$ cat src/rtl/led_sequencer.sv
// rtl/led_sequencer.sv - LED pattern engine with step prescaler, four sequences and PWM brightness.
// One instance drives one LED bank; LED is the pattern gated by a free-running PWM compare.
module led_sequencer #(
   parameter int N_LEDS    = 4,
   parameter int DIV_WIDTH = 19,
   parameter int PWM_BITS  = 4
) (
   input  logic                 CLK,
   input  logic                 RST,
   input  logic [1:0]           MODE,
   input  logic                 DIR,
   input  logic                 PAUSE,
   input  logic [DIV_WIDTH-1:0] STEP_DIV,
   input  logic [PWM_BITS-1:0]  BRIGHT,
   output logic [N_LEDS-1:0]    LED,
   output logic                 STEP_TICK
);

   localparam logic [N_LEDS-1:0] PAT_ONE = {{(N_LEDS-1){1'b0}}, 1'b1};

   logic [DIV_WIDTH-1:0] div_cnt;
   logic [N_LEDS-1:0]    pat;
   logic [N_LEDS-1:0]    pat_step;
   logic [N_LEDS-1:0]    seed;
   logic                 bdir;
   logic                 bdir_step;
   logic [1:0]           mode_q;
   logic [PWM_BITS-1:0]  pwm_cnt;
   logic                 pwm_on;
   logic                 mode_chg;
   logic                 tick;

   assign mode_chg = (MODE != mode_q);
   assign tick     = !mode_chg && !PAUSE && (div_cnt >= STEP_DIV);
   assign pwm_on   = (&BRIGHT) || (pwm_cnt < BRIGHT);
   assign seed     = (MODE == 2'd1 || MODE == 2'd2) ? PAT_ONE : '0;

   // Next pattern for a tick in the current (registered) mode.
   always_comb begin
      pat_step  = pat;
      bdir_step = bdir;
      case (mode_q)
         2'd0: pat_step = DIR ? {~pat[0], pat[N_LEDS-1:1]} : {pat[N_LEDS-2:0], ~pat[N_LEDS-1]};
         2'd1: pat_step = DIR ? {pat[0], pat[N_LEDS-1:1]} : {pat[N_LEDS-2:0], pat[N_LEDS-1]};
         2'd2: begin
            if (!bdir) begin
               pat_step = pat << 1;
               if (pat_step[N_LEDS-1]) bdir_step = 1'b1;
            end else begin
               pat_step = pat >> 1;
               if (pat_step[0]) bdir_step = 1'b0;
            end
         end
         default: pat_step = DIR ? (pat - PAT_ONE) : (pat + PAT_ONE);
      endcase
   end

   always_ff @(posedge CLK or posedge RST) begin
      if (RST) begin
         div_cnt   <= '0;
         pat       <= '0;
         bdir      <= 1'b0;
         mode_q    <= 2'd0;
         pwm_cnt   <= '0;
         LED       <= '0;
         STEP_TICK <= 1'b0;
      end else begin
         mode_q    <= MODE;
         pwm_cnt   <= pwm_cnt + 1'b1;
         LED       <= pat & {N_LEDS{pwm_on}};
         STEP_TICK <= tick;
         // A mode change reseeds and restarts the step period, overriding pause and tick.
         if (mode_chg) begin
            pat     <= seed;
            bdir    <= 1'b0;
            div_cnt <= '0;
         end else if (!PAUSE) begin
            if (tick) begin
               div_cnt <= '0;
               pat     <= pat_step;
               bdir    <= bdir_step;
            end else begin
               div_cnt <= div_cnt + 1'b1;
            end
         end
      end
   end

endmodule

$ cat config.mk
export PLATFORM = sky130hd
export DESIGN_NAME = led_sequencer
export DESIGN_NICKNAME = d
export VERILOG_FILES = /design/src/rtl/led_sequencer.sv
export SDC_FILE = /design/constraint.sdc
export NUM_CORES = 1
export LEC_CHECK = 0
export ABC_AREA = 1
export CAP_MARGIN = 20
export CORE_MARGIN = 2
export CORE_UTILIZATION = 50
export DETAILED_ROUTE_END_ITERATION = 8
export GPL_ROUTABILITY_DRIVEN = 0
export PLACE_DENSITY = 0.77
export SLEW_MARGIN = 15
export SYNTH_ARGS = -nofsm -noshare
export SYNTH_HDL_FRONTEND = slang
export SYNTH_SLANG_ARGS = --single-unit
$ cat constraint.sdc
create_clock -name CLK -period 5.2 [get_ports CLK]
set_input_delay 0.78 -clock CLK [delete_from_list [all_inputs] [get_ports CLK]]
set_output_delay 0.78 -clock CLK [all_outputs]
set_load 0.05 [all_outputs]
==> out/results.ini <==
[critical_path]
cp-start-kind = input pin
crit_path_top_delay_cell = clkdlybuf4s50_1
slowest_delay_ns = 0.45
cp_cell_sequence = clkdlybuf4s50_1 > inv_1 > ha_1 > nand2_1 > nor2_1 > nand2_1 > nor2_1 > nor2_1 > nand3_1 > nand2_2 > nand2_2 > nand2_1 > nand2_1 > nand2_1
end_kind = register
arrival_ns = 2.82
path_max_fanout = 23
critPathLaunch = STEP_DIV[10]
r2r-start = div_cnt[10]
regToRegSetupSlack_ns = 3.08
crit_family = simple AND/OR/NAND/NOR gates
crit_buf_inv = 2
required_ns = 5.37
crit_type = in -> reg
cpMostUsedCell = nand2_1

[sta]
fin_tns_setup_ns = 0
rsz0062_at_grt = false
setup_viol = 0
hold_violations = 0
timing.fmax_mhz = 378
worst_pin_slew_ns = 0.502
holdWs_ns = 0.465
drv_slew = 0
fin_skew_ns = 0.0107
min_period_over_period = 0.509
slew-limit-headroom = 0.664
min_period_ns = 2.65

[detailed_routing]
detail_route.vias_per_cell = 5.09
routedWlPerCell_um = 11.2
firstDrtPassIters = 4
routed_wl_um = 4730
via_count = 2146
ant_nets = 0
drtIter0Drc = 108
drc = 0

[synth]
ys.warnings.count = 0
synth_cell_types = 30
ys.flop_type = dfrtp_1
avgSynthCellArea_um2 = 7.66
synthCells = 318
synth_top_area_cell = dfrtp_1
yosys_register_bits = 35
yosysMostFrequentCell = nand2_1
synth-edff-count = 0
synth_area_leaders = dfrtp_1 36%, ha_1 13%, nand2_1 9.5%, inv_1 7.7%, nor2_1 7.5%
synth_top_area_frac = 0.359
yosysSeqAreaShare = 0.359
async_flop_share = 1.00
synth_fp_nets = 374
synth_common_cells = 62 x nand2_1, 50 x inv_1, 49 x nor2_1, 35 x dfrtp_1, 26 x ha_1
syn_area_mm2 = 0.00244

[final_layout]
nFillCells = 430
drive_gt1_frac = 0.0394
synthToLayoutAreaGrowth_pct = 20.2
final_nets = 411
fin_area_mm2 = 0.00293
diodes = 0

[worst_hold_path]
hp-class = reg -> reg
min_from = pwm_cnt[0]

[place]
placed_area_mm2 = 0.00283
numPortBuffers = 33
dp_hpwl_um = 3580

[clock_tree]
postCtsSetupRepairBufs = 0
clock_path_buffers = 2
h-tree-depth = 2
root_buffer = clkbuf_8
cts.clk_slew.worst_paths_ns = 0.06
clk_latency_ns = 0.28
cts.sinks = 35
numCtsBuffers = 5
cts_tree = yes
ctsHoldBuffers = 0
post_cts_resized = 0

[grt]
antenna_found_initial = 0
grt_pass1_vias = 2038
grtUsageTotal = 0.197
grt_max_degree = 36
grt_first_pass_wirelength_um = 8360
globalRouteOverflowTotal = 0

[die]
io_pins = 34
die_w_um = 73.8
initial_utilization = 0.516
core_area_mm2 = 0.00472
rows = 25
dieHeight_um = 73.8
fp.dieArea_mm2 = 0.00545

[job]
maxCapViolations = 0

[status]
status = completed

[pwr]
vdd_ir_drop_max_v = 0.000182
p_per_area_mw_per_mm2 = 208
leakagePower_nw = 1.48

==> metrics by stage <==
step | util | instances | power (W) | worst slack [ns]
final | 0.620 | 422 | 0.000610 | 2.55
after detailed placement | 0.598 | 415 | 0.000383 | 2.25
after global placement | 0.598 | 415 | 0.000381 | 2.35
after floorplan | - | 318 | 0.000346 | 3.11
after CTS | 0.620 | 422 | 0.000617 | 2.54
after global routing | 0.620 | 422 | 0.000646 | 2.34
==> routing by layer <==
metal	global-route usage	vias up	part of all wire
li1	-	1095	-
met1	0.254	977	0.48
met2	0.336	67	0.45
met3	0.0398	7	0.057
met4	0.0505	0	0.0095
met5	0	-	0
==> worst reg2reg max path, cell delays in order, from the launching register on <==
cell and delay (ns):
dfrtp_1 0.43, ha_1 0.32, nand2_1 0.08, nor2_1 0.15, nand2_1 0.09, nor2_1 0.11, nor2_1 0.04, nand3_1 0.11
nand2_2 0.11, nand2_2 0.35, nand2_1 0.10, nand2_1 0.07, nand2_1 0.04
==> layout make-up <==
class | instances | area [µm²] | area share
clock buffers | 6 | 72.6 | 0.0248
clock inverters | 1 | 30.0 | 0.0103
inverters | 51 | 194 | 0.0662
multi-input cells | 228 | 1340 | 0.456
flip-flops and latches | 35 | 876 | 0.299
well taps | 67 | 83.8 | 0.0286
repair buffers | 34 | 338 | 0.115
==> kinds of logic (layout without fill, tap and decap cells) <==
family | Yosys count | in the layout | synth area share
adders and majority gates | 27 | 27 | 0.142
xor gates and xnor gates | 18 | 18 | 0.0647
AOI/OAI and AO/OA | 38 | 38 | 0.0878
buffers and inverters | 55 | 92 | 0.0929
and+or+nand+nor | 145 | 145 | 0.254
DFF | 35 | 35 | 0.359
==> cells in the final DEF, fill, tap and decap left out, types with 3 or more instances in the layout <==
master           netlist  routed
nand2_1               62      62
o21ai_0               12      12
nand2_2                3       3
clkdlybuf4s50_1        0      33
xnor2_1                4       4
inv_1                 50      50
nor2_1                49      49
a21oi_1               16      16
o22ai_1                4       4
ha_1                  26      26
dfrtp_1               35      35
nand3_1               15      15
xor2_1                14      14
clkbuf_8               0       5
nor3_1                 3       3
nand4_1                7       7
==> worst paths after layout <==
check / to / cells after the start
worst min-delay path: pwm_cnt[0] / 1
worst min register to register: pwm_cnt[0] / 1
min in group asynchronous: div_cnt[10] / 3
worst max register to register: bdir / 12
worst max-delay path: bdir / 14
max in group asynchronous: div_cnt[14] / 3
==> power by group <==
part | total (W) | switching (W) | internal, W
combinational | 0.0000950 | 0.0000531 | 0.0000419
clock | 0.000233 | 0.0000923 | 0.000140
sequential | 0.000282 | 0.00000509 | 0.000277
total | 0.000610 | 0.000151 | 0.000459
==> registers in the layout (all words and copies together) (netlist names) <==
| signal | flops |
|---|---|
| bdir | 1 |
| pwm_cnt | 4 |
| LED | 4 |
| pat | 4 |
| STEP_TICK | 1 |
| mode_q | 2 |
| div_cnt | 19 |
No activity file was read; power rests on OpenSTA's default activity.
